--- src/rtl/operand_stage_pkg.sv ---
`default_nettype none
// ============================================================================
//  Module      : operand_stage_pkg
//  Description : Shared pipeline definitions for the ID->EX operand stage:
//                register label / data widths, the x0 label and the default
//                width of the opaque decoded control bundle.
//  Revision    : 1.0 - initial release
// ============================================================================
package operand_stage_pkg;

    localparam int REG_LABEL_W    = 5;
    localparam int XLEN           = 32;
    localparam int CTRL_W_DEFAULT = 16;

    typedef logic [REG_LABEL_W-1:0] reg_label_t;
    typedef logic [XLEN-1:0]        xword_t;

    // Architectural zero register: never a forwarding or hazard source.
    localparam reg_label_t X0_LABEL = '0;

endpackage : operand_stage_pkg
`default_nettype wire

--- src/rtl/operand_fwd_mux.sv ---
`default_nettype none
// ============================================================================
//  Module      : operand_fwd_mux
//  Description : Combinational priority select for one source operand.
//                EX-stage result wins over MEM-stage result, which wins over
//                the register file read data. x0 is never forwarded.
//  Ports       : label_i            source register label
//                rf_data_i          register file read data
//                ex_*_i             state of the instruction held in ID/EX
//                ex_result_i        ALU result of that held instruction
//                mem_*_i            MEM-stage destination / write flag / data
//                data_o             resolved operand
//  Revision    : 1.0 - initial release
// ============================================================================
module operand_fwd_mux
    import operand_stage_pkg::*;
(
    input  logic [REG_LABEL_W-1:0] label_i,
    input  logic [XLEN-1:0]        rf_data_i,
    input  logic                   ex_valid_i,
    input  logic                   ex_reg_write_i,
    input  logic                   ex_mem_read_i,
    input  logic [REG_LABEL_W-1:0] ex_rd_label_i,
    input  logic [XLEN-1:0]        ex_result_i,
    input  logic                   mem_reg_write_i,
    input  logic [REG_LABEL_W-1:0] mem_rd_label_i,
    input  logic [XLEN-1:0]        mem_result_i,
    output logic [XLEN-1:0]        data_o
);

    logic not_x0;
    logic ex_hit;
    logic mem_hit;

    assign not_x0  = (label_i != X0_LABEL);
    // A load in EX has no data yet; that case is covered by the load-use bubble.
    assign ex_hit  = not_x0 & ex_valid_i & ex_reg_write_i & ~ex_mem_read_i
                   & (ex_rd_label_i == label_i);
    assign mem_hit = not_x0 & mem_reg_write_i & (mem_rd_label_i == label_i);

    always_comb begin
        data_o = rf_data_i;
        if (ex_hit) begin
            data_o = ex_result_i;
        end else if (mem_hit) begin
            data_o = mem_result_i;
        end
    end

endmodule : operand_fwd_mux
`default_nettype wire

--- src/rtl/operand_stage.sv ---
`default_nettype none
// ============================================================================
//  Module      : operand_stage
//  Description : ID->EX operand stage. Resolves rs1/rs2 through EX/MEM
//                forwarding, inserts a single bubble on load-use hazards and
//                registers operands plus decode payload into the ID/EX
//                register with valid/ready handshake and flush.
//  Ports       : clk_i, rst_i (async, active high)
//                id_*      decode-side instruction and handshake
//                rs*_data_i register file read data (WB already bypassed)
//                ex_result_i / mem_*  forwarding sources
//                ex_ready_i, flush_i  downstream handshake and flush
//                ex_*_o    registered ID/EX contents
//                load_use_stall_o     bubble entering this cycle
//                bubble_cnt_o         saturating load-use bubble count
//  Revision    : 1.0 - initial release
// ============================================================================
module operand_stage
    import operand_stage_pkg::*;
#(
    parameter int CTRL_W = CTRL_W_DEFAULT,
    parameter int CNT_W  = 16
) (
    input  logic                   clk_i,
    input  logic                   rst_i,
    input  logic                   id_valid_i,
    output logic                   id_ready_o,
    input  logic [REG_LABEL_W-1:0] id_rs1_label_i,
    input  logic [REG_LABEL_W-1:0] id_rs2_label_i,
    input  logic [REG_LABEL_W-1:0] id_rd_label_i,
    input  logic                   id_reg_write_i,
    input  logic                   id_mem_read_i,
    input  logic [XLEN-1:0]        id_pc_i,
    input  logic [XLEN-1:0]        id_imm_i,
    input  logic [CTRL_W-1:0]      id_ctrl_i,
    input  logic [XLEN-1:0]        rs1_data_i,
    input  logic [XLEN-1:0]        rs2_data_i,
    input  logic [XLEN-1:0]        ex_result_i,
    input  logic [REG_LABEL_W-1:0] mem_rd_label_i,
    input  logic                   mem_reg_write_i,
    input  logic [XLEN-1:0]        mem_result_i,
    input  logic                   ex_ready_i,
    input  logic                   flush_i,
    output logic                   ex_valid_o,
    output logic [XLEN-1:0]        ex_rs1_data_o,
    output logic [XLEN-1:0]        ex_rs2_data_o,
    output logic [REG_LABEL_W-1:0] ex_rd_label_o,
    output logic                   ex_reg_write_o,
    output logic                   ex_mem_read_o,
    output logic [XLEN-1:0]        ex_pc_o,
    output logic [XLEN-1:0]        ex_imm_o,
    output logic [CTRL_W-1:0]      ex_ctrl_o,
    output logic                   load_use_stall_o,
    output logic [CNT_W-1:0]       bubble_cnt_o
);

    // ID/EX pipeline register
    logic                   valid_q,     valid_d;
    logic [XLEN-1:0]        rs1_q,       rs1_d;
    logic [XLEN-1:0]        rs2_q,       rs2_d;
    logic [REG_LABEL_W-1:0] rd_q,        rd_d;
    logic                   rw_q,        rw_d;
    logic                   mr_q,        mr_d;
    logic [XLEN-1:0]        pc_q,        pc_d;
    logic [XLEN-1:0]        imm_q,       imm_d;
    logic [CTRL_W-1:0]      ctrl_q,      ctrl_d;
    logic [CNT_W-1:0]       cnt_q,       cnt_d;

    logic [XLEN-1:0] rs1_fwd;
    logic [XLEN-1:0] rs2_fwd;
    logic            load_use;
    logic            slot_free;
    logic            accept;

    operand_fwd_mux u_fwd_rs1 (
        .label_i         (id_rs1_label_i),
        .rf_data_i       (rs1_data_i),
        .ex_valid_i      (valid_q),
        .ex_reg_write_i  (rw_q),
        .ex_mem_read_i   (mr_q),
        .ex_rd_label_i   (rd_q),
        .ex_result_i     (ex_result_i),
        .mem_reg_write_i (mem_reg_write_i),
        .mem_rd_label_i  (mem_rd_label_i),
        .mem_result_i    (mem_result_i),
        .data_o          (rs1_fwd)
    );

    operand_fwd_mux u_fwd_rs2 (
        .label_i         (id_rs2_label_i),
        .rf_data_i       (rs2_data_i),
        .ex_valid_i      (valid_q),
        .ex_reg_write_i  (rw_q),
        .ex_mem_read_i   (mr_q),
        .ex_rd_label_i   (rd_q),
        .ex_result_i     (ex_result_i),
        .mem_reg_write_i (mem_reg_write_i),
        .mem_rd_label_i  (mem_rd_label_i),
        .mem_result_i    (mem_result_i),
        .data_o          (rs2_fwd)
    );

    // Both sources are compared even if the instruction ignores one of them;
    // an occasional unnecessary bubble is cheaper than decoding source usage.
    assign load_use = id_valid_i & valid_q & mr_q & rw_q & (rd_q != X0_LABEL)
                    & ((rd_q == id_rs1_label_i) | (rd_q == id_rs2_label_i));

    assign slot_free        = ~valid_q | ex_ready_i;
    assign id_ready_o       = slot_free & ~load_use & ~flush_i;
    assign accept           = id_valid_i & id_ready_o;
    // Only counts as a bubble when the slot actually advances.
    assign load_use_stall_o = load_use & slot_free;

    always_comb begin
        valid_d = valid_q;
        rs1_d   = rs1_q;
        rs2_d   = rs2_q;
        rd_d    = rd_q;
        rw_d    = rw_q;
        mr_d    = mr_q;
        pc_d    = pc_q;
        imm_d   = imm_q;
        ctrl_d  = ctrl_q;
        cnt_d   = cnt_q;

        if (flush_i) begin
            valid_d = 1'b0;
            rw_d    = 1'b0;
            mr_d    = 1'b0;
            ctrl_d  = '0;
        end else if (accept) begin
            valid_d = 1'b1;
            rs1_d   = rs1_fwd;
            rs2_d   = rs2_fwd;
            rd_d    = id_rd_label_i;
            rw_d    = id_reg_write_i;
            mr_d    = id_mem_read_i;
            pc_d    = id_pc_i;
            imm_d   = id_imm_i;
            ctrl_d  = id_ctrl_i;
        end else if (load_use_stall_o) begin
            valid_d = 1'b0;
            rw_d    = 1'b0;
            mr_d    = 1'b0;
        end else if (ex_ready_i & valid_q) begin
            valid_d = 1'b0;
        end

        if (load_use_stall_o && (cnt_q != {CNT_W{1'b1}})) begin
            cnt_d = cnt_q + {{(CNT_W-1){1'b0}}, 1'b1};
        end
    end

    always_ff @(posedge clk_i or posedge rst_i) begin
        if (rst_i) begin
            valid_q <= 1'b0;
            rs1_q   <= '0;
            rs2_q   <= '0;
            rd_q    <= '0;
            rw_q    <= 1'b0;
            mr_q    <= 1'b0;
            pc_q    <= '0;
            imm_q   <= '0;
            ctrl_q  <= '0;
            cnt_q   <= '0;
        end else begin
            valid_q <= valid_d;
            rs1_q   <= rs1_d;
            rs2_q   <= rs2_d;
            rd_q    <= rd_d;
            rw_q    <= rw_d;
            mr_q    <= mr_d;
            pc_q    <= pc_d;
            imm_q   <= imm_d;
            ctrl_q  <= ctrl_d;
            cnt_q   <= cnt_d;
        end
    end

    assign ex_valid_o     = valid_q;
    assign ex_rs1_data_o  = rs1_q;
    assign ex_rs2_data_o  = rs2_q;
    assign ex_rd_label_o  = rd_q;
    assign ex_reg_write_o = rw_q;
    assign ex_mem_read_o  = mr_q;
    assign ex_pc_o        = pc_q;
    assign ex_imm_o       = imm_q;
    assign ex_ctrl_o      = ctrl_q;
    assign bubble_cnt_o   = cnt_q;

endmodule : operand_stage
`default_nettype wire
--- config.mk ---
export PLATFORM = sky130hd
export DESIGN_NAME = operand_stage
export DESIGN_NICKNAME = d
export VERILOG_FILES = /design/src/rtl/operand_stage_pkg.sv /design/src/rtl/operand_fwd_mux.sv /design/src/rtl/operand_stage.sv
export SDC_FILE = /design/constraint.sdc
export NUM_CORES = 1
export LEC_CHECK = 0
export ABC_AREA = 1
export CAP_MARGIN = 40
export CORE_MARGIN = 2
export CORE_UTILIZATION = 35
export CTS_BUF_LIST = sky130_fd_sc_hd__clkbuf_4
export CTS_CLUSTER_DIAMETER = 60
export DETAILED_ROUTE_END_ITERATION = 8
export GPL_ROUTABILITY_DRIVEN = 0
export PLACE_DENSITY = 0.69
export SLEW_MARGIN = 20
export SYNTH_ARGS = -nofsm -noshare
export SYNTH_HDL_FRONTEND = slang
export SYNTH_SLANG_ARGS = --single-unit
--- constraint.sdc ---
create_clock -name clk_i -period 9.56 [get_ports clk_i]
set_input_delay 1.912 -clock clk_i [delete_from_list [all_inputs] [get_ports clk_i]]
set_output_delay 1.912 -clock clk_i [all_outputs]
set_load 0.1 [all_outputs]
==> run_results.csv, run 1 <==
group,metric,value,unit
grt,antenna_found_initial,3,
min_path,hold_class,"register to register",
setup_path,critical-path-slowest-cell,"clkdlybuf4s50_1",
timing,tightest_slew,0.7941,ns
timing,tns,0,ns
synth,syn_nets,1547,
clock_network,cts_tree,"yes",
power,power.switching,1.417,mW
place,dp_hpwl,28540,um
floorplanning,num_rows,58,
setup_path,crit_family,"buffers and inverters",
layout,fin_util,68.96,%
layout,multi_input_area,0.003928,sq mm
clock_network,clk_path_buf_depth,2,
clock_network,cts.clk_slew.worst_paths,0.15,ns
timing,min_period_over_period,63.85,%
clock_network,ctsResizeCount,0,
drt,first_iter_violations,941,
floorplanning,num_io_pins,406,
power,p_comb_share,57.1,%
drt,totalWireLength,38920,um
clock_network,holdBufCountCts,0,
clock_network,clock-sinks,168,
timing,hold_viol,0,
drt,wl_per_cell,17.69,um
floorplanning,die_x,164.4,um
grt,grt_use_total,29.04,%
synth,syn_area_per_cell,6.870,sq um
drt,drtAntennaViolNets,0,
layout,ff_latch_area,0.004204,sq mm
setup_path,critPathMaxStageDelay,0.54,ns
setup_path,crit_chain,"clkdlybuf4s50_1 > inv_1 > nand2_1 > nand2_1 > nor2_1 > nand3_1 > nand2_1 > nand3_1 > inv_1 > clkdlybuf4s50_1 > buf_8",
drt,dr_total_vias,10750,
floorplanning,die_y,164.4,um
power,power,3.046,mW
power,ir_worst_vdd,124.5,uV
setup_path,required,7.65,ns
timing,fin_skew,0.03906,ns
clock_network,root_buffer,"clkbuf_4",
clock_network,cts_made_buffers,17,
timing,setup_viol,0,
power,internal-power,1.629,mW
timing,layout_min_cycle_time,6.104,ns
grt,grt_overflow,0,
drt,drtPass1Iterations,5,
drt,vias_per_cell,4.885,
synth,synthCells,1310,
synth,ys_ff_latch,168,
grt,grt_pass1_wl,60020,um
synth,synth_area,0.009000,sq mm
min_path,hold_depth,2,
grt,grt_max_degree,72,
setup_path,worstPathArrival,4.19,ns
job,maxCapViolCount,0,
synth,ys_types,25,
clock_network,clk_latency,0.59,ns
setup_path,crit_top_cell,"nand2_1",
power,power_density,175.4,mW/mm^2
setup_path,cp-end-kind,"primary output",
power,seqPwrFrac,28.4,%
place,io_buffers,405,
clock_network,post_cts_buffers,0,
timing,fmax,163.8,MHz
setup_path,worst-path-max-fanout,3,
floorplanning,dieArea,0.02701,sq mm
power,p_leak,8.681,nW
drt,drc,0,
floorplanning,initial_core_util,35.74,%
power,clkPwrFrac,14.5,%
synth,yosys_warnings,0,
timing,slew_violations,0,
timing,rsz0062_at_grt,"no",
power,p_sw_share,46.52,%
setup_path,worst-setup-path-type,"primary input to primary output",
grt,grt_pass1_vias,11090,
setup_path,critPathBufInv,5,
synth,yosysSeqAreaShare,46.71,%
setup_path,r2r_cells,14,
layout,layout.nets,2090,
layout,final_layout_size_suffix_gt1_share,12.70,%
layout,nFillCells,1809,
layout,area.growth.synth_to_final,92.94,%
floorplanning,core,0.02518,sq mm
clock_network,htree_levels,4,
timing,slew_headroom,47.06,%
setup_path,worst-path-stages,11,
outcome,outcome,"finished, final reports clean",
setup_path,critPathLaunchType,"primary input",
synth_stat cells:
master      n  area (sq um)
nor2_2      4         25.02
buf_2      40         200.2
a21oi_1     2         10.01
nand3_1   159         795.8
nor3_2      1         10.01
nand4_1     3         18.77
buf_6       5         56.30
clkinv_1    2         7.510
ha_1        1         12.51
inv_1     121         454.2
o21ai_1     2         10.01
inv_2      10         37.54
o21ai_0    15         75.07
buf_4      14         105.1
nand2_1   707          2654
clkbuf_1    7         26.28
nor3_1      3         15.01
xnor2_1    15         131.4
nor2_1     23         86.33
nand2_2     1         6.260
nand3_2     1         10.01
dfrtp_1   168          4204
xor2_1      4         35.03
o211ai_1    1         7.510
nor4_1      1         6.260
cell families (layout without fill, tap and decap cells):
logic type | Yosys count | in the layout | synth area share, %
and+or+nand+nor | 903 | 903 | 40.30
DFF | 168 | 168 | 46.71
adders and majority gates | 1 | 1 | 0.1390
buffers and inverters | 199 | 755 | 9.857
AOI/OAI and AO/OA | 20 | 20 | 1.140
other | 0 | 4 | 0
xor gates and xnor gates | 19 | 19 | 1.849
state kept, by name, indices dropped and copies added (netlist names):
signal	flops
bubble_cnt_o	16
ex_ctrl_o	16
ex_imm_o	32
ex_mem_read_o	1
ex_pc_o	32
ex_rd_label_o	5
ex_reg_write_o	1
ex_rs1_data_o	32
ex_rs2_data_o	32
ex_valid_o	1
worst register-to-register path, cell delays in order (launching register included):
cell,delay (ns)
dfrtp_1,0.50
nand2_1,0.10
clkinv_1,0.06
nor2_1,0.08
nor2_1,0.05
nand3_1,0.10
nand2_1,0.10
nand2_1,0.13
nand3_4,0.27
buf_16,0.31
inv_4,0.33
buf_16,0.29
buf_4,0.66
nand2_1,0.18
nand2_1,0.15
power groups by stage:
stage | registers (mW) | clock network [mW] | logic (mW)
3_5_place_dp | 0.876 | 0 | 1.74
5_1_grt | 0.876 | 0.487 | 1.80
2_1_floorplan | 1.56 | 0 | 0.177
3_3_place_gp | 0.872 | 0 | 1.24
4_1_cts | 0.864 | 0.456 | 1.74
6_report | 0.865 | 0.442 | 1.74
metrics by stage:
step                      area [sq um]  setup slack, ns  instances  hold WS (ns)
after CTS                        17330            3.460       2195        0.5008
after detailed placement         17020            3.460       2163        0.4639
after global routing             17360            3.283       2199        0.5142
final                            17360            3.456       2200        0.4988
after global placement           13190            3.099       1990        0.4615
after floorplan                   9000            3.101       1310        0.9791
cells in the final DEF, fill, tap and decap left out, types with 3 or more instances in the layout:
cell / instances
nand2_1: 707
clkdlybuf4s50_1: 405
dfrtp_1: 168
nand3_1: 159
inv_1: 120
buf_16: 100
buf_8: 74
nor2_1: 21
clkbuf_4: 17
xnor2_1: 15
o21ai_0: 15
buf_4: 11
inv_2: 9
nor2_2: 6
inv_6: 5
diode_2: 4
xor2_1: 4
clkinv_8: 4
nand4_1: 3
nor3_1: 3
inv_8: 3
layout make-up:
| class | count | share of cell area (%) |
|---|---|---|
| flip-flops and latches | 168 | 24.21 |
| diodes | 4 | 0.05765 |
| well taps | 330 | 2.378 |
| multi-input cells | 943 | 22.62 |
| inverters | 133 | 2.918 |
| clock buffers | 17 | 0.7350 |
| clock inverters | 15 | 1.009 |
| repair buffers | 590 | 46.07 |
path summary, 6_finish.rpt:
check	start	end	slack, ns
worst max-delay path	id_rs1_label_i[4]	load_use_stall_o	3.46
worst min-delay path	ex_rs1_data_o[6]	ex_rs1_data_o[6]	0.50
worst max register to register	ex_rd_label_o[0]	ex_pc_o[24]	6.19
worst min register to register	ex_rs1_data_o[6]	ex_rs1_data_o[6]	0.50
max in group asynchronous	rst_i	ex_ctrl_o[7]	6.62
min in group asynchronous	rst_i	ex_pc_o[9]	1.69
metal layers:
layer	track usage [%]	wire, um
met5	0	0
met4	14.87	2009
met3	5.505	2540
met2	49.05	19330
met1	35.26	15040
Note: power is estimated with default switching activity, not from simulation.
==> run 2: changes to the inputs <==
- PLACE_DENSITY: 0.69 -> 0.72
- clock period: 9.56 -> 5.3 ns (I/O delays scaled with it)
==> run 2 against run 1 <==
Setup slack worse by 2.1 ns. Critical path depth down 1. Utilization down 0.36 points. Combinational power up 80%. Wire length up 0.12%. Largest cell class unchanged. Largest power group unchanged.
==> run_results.csv, run 2 (same netlist as run 1, synthesis figures left out) <==
group,metric,value,unit
outcome,outcome,"finished, final reports clean",
min_path,min_to,"ex_rs2_data_o[15]",
drt,drtAntennaViolNets,0,
setup_path,worst-path-max-fanout,4,
grt,grt_max_degree,169,
grt,grt_overflow,0,
layout,layout_commonest_cell,"nand2_1",
drt,totalWireLength,38960,um
setup_path,critPathLaunchType,"primary input",
place,dpl_cell_area,0.01698,sq mm
drt,first_iter_violations,919,
timing,hold_viol,0,
setup_path,r2r-end,"ex_rs1_data_o[29]",
setup_path,r2r_setup_slack,2.88,ns
grt,grt_use_total,28.77,%
timing,slew_violations,0,
clock_network,htree_levels,4,
layout,design_area,0.01727,sq mm
clock_network,ctsResizeCount,0,
timing,rsz0062_at_grt,"no",
setup_path,worstPathArrival,2.87,ns
timing,slew_headroom,37.88,%
clock_network,cts_tree,"yes",
drt,drtPass1Iterations,6,
layout,layout.nets,2086,
job,maxCapViolCount,0,
clock_network,holdBufCountCts,0,
setup_path,cp-end-kind,"primary output",
floorplanning,dieArea,0.02701,sq mm
clock_network,clk_path_buf_depth,2,
drt,vias_per_cell,4.907,
drt,wl_per_cell,17.75,um
floorplanning,core,0.02518,sq mm
floorplanning,num_io_pins,406,
grt,grt_pass1_vias,11260,
grt,grt_pass1_wl,59860,um
place,dpl.cell_count,2160,
clock_network,post_cts_buffers,0,
layout,final_cell_mix,"nand2_1 (706), clkdlybuf4s50_1 (403), dfrtp_1 (168)",
floorplanning,die_x,164.4,um
clock_network,cts.clk_slew.worst_paths,0.15,ns
timing,tightest_slew,0.9318,ns
power,ir_worst_vdd,240.4,uV
place,dp_hpwl,29230,um
floorplanning,initial_core_util,35.74,%
setup_path,worst-setup-path-type,"primary input to primary output",
setup_path,r2r_start,"ex_rd_label_o[4]",
clock_network,root_buffer,"clkbuf_4",
drt,dr_total_vias,10770,
clock_network,cts_made_buffers,17,
layout,final_layout_size_suffix_gt1_share,12.67,%
timing,fin_ws,1.366,ns
timing,setup_viol,0,
min_path,hold_depth,2,
timing,min_period_over_period,74.22,%
timing,fin_skew,0.03391,ns
layout,stdcell_count,2195,
clock_network,clk_latency,0.56,ns
timing,tns,0,ns
timing,layout_min_cycle_time,3.934,ns
grt,antenna_found_initial,2,
min_path,hold_start,"ex_rs2_data_o[15]",
floorplanning,die_y,164.4,um
min_path,hold_class,"register to register",
layout,area.growth.synth_to_final,91.94,%
setup_path,required,4.24,ns
power,p_leak,8.645,nW
power,power_density,316.8,mW/mm^2
timing,fmax,254.2,MHz
floorplanning,num_rows,58,
place,dp_slack,1.324,ns
place,io_buffers,405,
drt,drc,0,
power,power,5.472,mW
setup_path,r2r_cells,12,
clock_network,clock-sinks,168,
[run 2: changes by cell type in the layout (fill, tap and decap cells not counted), moves of 2 or more]
cell,delta
buf_8,-3
inv_6,-3
inv_8,+3
buf_12,+2
buf_16,-2
clkdlybuf4s50_1,-2
clkinv_8,-2
[run 2: critical path: stages]
cell and delay, ns:
clkdlybuf4s50_1 0.51, inv_1 0.10, nand2_1 0.06, nand2_1 0.06
nor2_1 0.13, nand3_1 0.13, nand2_1 0.11, nand3_1 0.23
inv_1 0.16, buf_4 0.31
[run 2: cell type report]
type                    count  area (sq um)
repair buffers            586          7928
well taps                 330         412.9
diodes                      3         7.507
clock inverters            14         151.4
clock buffers              18         135.1
inverters                 133         505.5
flip-flops and latches    168          4204
multi-input cells         943          3930
fillers                  1800          7908
[run 2: through the flow]
step	hold slack, ns	util (%)
after floorplan	0.9791	-
after global placement	0.4606	52.47
after detailed placement	0.4638	67.43
after CTS	0.5005	68.57
after global routing	0.5198	68.59
final	0.4947	68.60
[run 2: worst max path at each step]
stage	from	endpoint	slack, ns
after CTS	id_rs2_label_i[0]	load_use_stall_o	1.32
after detailed placement	id_rs2_label_i[0]	load_use_stall_o	1.32
final	id_rs2_label_i[0]	load_use_stall_o	1.37
after floorplan	ex_rd_label_o[4]	load_use_stall_o	1.98
after global placement	id_rs1_label_i[4]	load_use_stall_o	1.39
after global routing	id_rs2_label_i[0]	load_use_stall_o	1.17
[run 2: report_power, final]
part	internal [mW]	switching [mW]
Clock	0.223	0.545
Sequential	1.45	0.114
Combinational	1.26	1.88
Total	2.94	2.54
[run 2: layer usage]
metal,track usage (%),wire [um]
met4,14.75,2056
met5,0,0
met1,32.81,14220
met3,5.833,2722
met2,50.82,19970
==> run 3: changes to the inputs <==
- PLACE_DENSITY: 0.72 -> 0.69
- clock period: 5.3 -> 3.8 ns (I/O delays scaled with it)
==> run 3 against run 2 <==
Count of clock-buffer cells in the layout is 1 lower. Utilization is essentially flat. Via count decreased by 0.55%. Sequential power grew 40%. Critical endpoint unchanged.
==> run_results.csv, run 3 (same netlist as run 1, synthesis figures left out) <==
group,metric,value,unit
outcome,outcome,"finished, final reports clean",
layout,final_cell_mix,"nand2_1 (707), clkdlybuf4s50_1 (402), dfrtp_1 (168)",
floorplanning,initial_core_util,35.74,%
floorplanning,core,0.02518,sq mm
grt,grt_pass1_wl,58190,um
drt,first_iter_violations,1046,
setup_path,worstPathArrival,2.42,ns
drt,wl_per_cell,17.22,um
layout,layout.nets,2088,
setup_path,critPathMaxStageDelay,0.53,ns
place,dp_hpwl,28310,um
timing,slew_violations,0,
setup_path,critical-path-slowest-cell,"clkdlybuf4s50_1",
clock_network,clk_latency,0.58,ns
setup_path,crit_chain,"clkdlybuf4s50_1 > inv_1 > nand2_1 > nand2_1 > nor2_1 > nand3_1 > nand2_1 > nand3_1 > inv_1 > buf_12",
drt,drc,0,
setup_path,crit_top_cell,"nand2_1",
layout,final_layout_size_suffix_gt1_share,12.71,%
min_path,hold_class,"primary input to asynchronous set/reset pin",
drt,drtPass1Iterations,8,
layout,area.growth.synth_to_final,92.05,%
timing,layout_min_cycle_time,3.181,ns
clock_network,clock-sinks,168,
power,p_leak,8.640,nW
clock_network,root_buffer,"clkbuf_4",
setup_path,critPathLaunchType,"primary input",
layout,nFillCells,1836,
timing,fin_skew,0.04115,ns
clock_network,post_cts_buffers,0,
clock_network,htree_levels,4,
drt,drtAntennaViolNets,0,
layout,fin_util,68.64,%
drt,vias_per_cell,4.869,
power,power_density,438.2,mW/mm^2
timing,hold_viol,0,
grt,antenna_found_initial,3,
grt,grt_overflow,0,
drt,dr_total_vias,10710,
setup_path,cp-end-kind,"primary output",
floorplanning,num_rows,58,
clock_network,ctsResizeCount,0,
clock_network,clk_path_buf_depth,2,
timing,slew_headroom,50.73,%
floorplanning,dieArea,0.02701,sq mm
clock_network,cts_made_buffers,17,
setup_path,crit_start,"id_rs1_label_i[4]",
clock_network,cts.clk_slew.worst_paths,0.16,ns
grt,grt_pass1_vias,10920,
timing,tightest_slew,0.7380,ns
job,maxCapViolCount,0,
timing,rsz0062_at_grt,"no",
clock_network,holdBufCountCts,0,
setup_path,worst-setup-path-type,"primary input to primary output",
clock_network,cts_tree,"yes",
place,io_buffers,405,
timing,fmax,314.4,MHz
timing,setup_viol,0,
timing,tns,0,ns
floorplanning,num_io_pins,406,
floorplanning,die_x,164.4,um
timing,min_period_over_period,83.71,%
layout,layout_commonest_cell,"nand2_1",
grt,grt_max_degree,148,
drt,totalWireLength,37880,um
grt,grt_use_total,27.97,%
setup_path,r2r_start,"ex_rd_label_o[4]",
setup_path,worst-path-max-fanout,3,
power,ir_worst_vdd,313.3,uV
floorplanning,die_y,164.4,um
setup_path,required,3.04,ns
## run 3: cell types whose count changed in the layout (fill, tap and decap cells not counted)
cell and delta:
nand2_1 +1, buf_16 -5, clkdlybuf4s50_1 -1, buf_8 +3, buf_4 -1, clkinv_1 +1
diode_2 +3, clkinvlp_4 +1, clkbuf_4 -1, buf_12 +6, nand2_2 -1, clkinv_4 +1
inv_6 -2
## run 3: per-stage QoR
| step | cell area (sq um) | total power [mW] | cells | setup WS [ns] | hold slack [ns] |
|---|---|---|---|---|---|
| after detailed placement | 16970 | 6.552 | 2161 | 0.5751 | 0.4637 |
| after CTS | 17250 | 7.626 | 2193 | 0.5720 | 0.5013 |
| after global placement | 13300 | 5.313 | 1994 | 0.6114 | 0.4610 |
| after global routing | 17280 | 7.862 | 2197 | 0.4444 | 0.3527 |
| final | 17280 | 7.574 | 2200 | 0.6190 | 0.4152 |
| after floorplan | 9004 | 4.379 | 1310 | 0.7825 | 0.8673 |
## run 3: final timing paths
| kind | to | slack, ns | cells past startpoint |
|---|---|---|---|
| min reg2reg | ex_pc_o[30] | 0.50 | 2 |
| max | load_use_stall_o | 0.62 | 10 |
| max reg2reg | ex_imm_o[6] | 1.57 | 12 |
| max in group asynchronous | ex_imm_o[18] | 2.54 | 4 |
| min | ex_rs1_data_o[5] | 0.42 | 2 |
| min in group clk_i | ex_pc_o[30] | 0.50 | 2 |
## run 3: layer usage
layer / GRT usage [%] / wire length, um
met5: 0 / 0
met4: 14.00 / 1814
met3: 5.985 / 2668
met2: 47.60 / 19020
met1: 33.35 / 14370
## run 3: worst max-delay path, delay by kind of cell
| family | cells | cell delay [ns] |
|---|---|---|
| simple gates | 6 | 0.66 |
| buf+inv | 4 | 1.00 |
## run 3: cell type report
| class | instances | area [sq um] | area share [%] |
|---|---|---|---|
| clock inverters | 15 | 153.9 | 0.8904 |
| inverters | 133 | 505.5 | 2.925 |
| repair buffers | 588 | 7938 | 45.92 |
| diodes | 6 | 15.01 | 0.08687 |
| well taps | 330 | 412.9 | 2.389 |
| flip-flops and latches | 168 | 4204 | 24.32 |
| clock buffers | 17 | 127.6 | 0.7384 |
| multi-input cells | 943 | 3928 | 22.72 |
## run 3: where the power goes
group	total [mW]	switching, mW	leakage (nW)	internal, mW
Combinational	4.34	2.60	6.38	1.74
Clock	1.06	0.761	0.147	0.297
Sequential	2.18	0.153	2.11	2.02
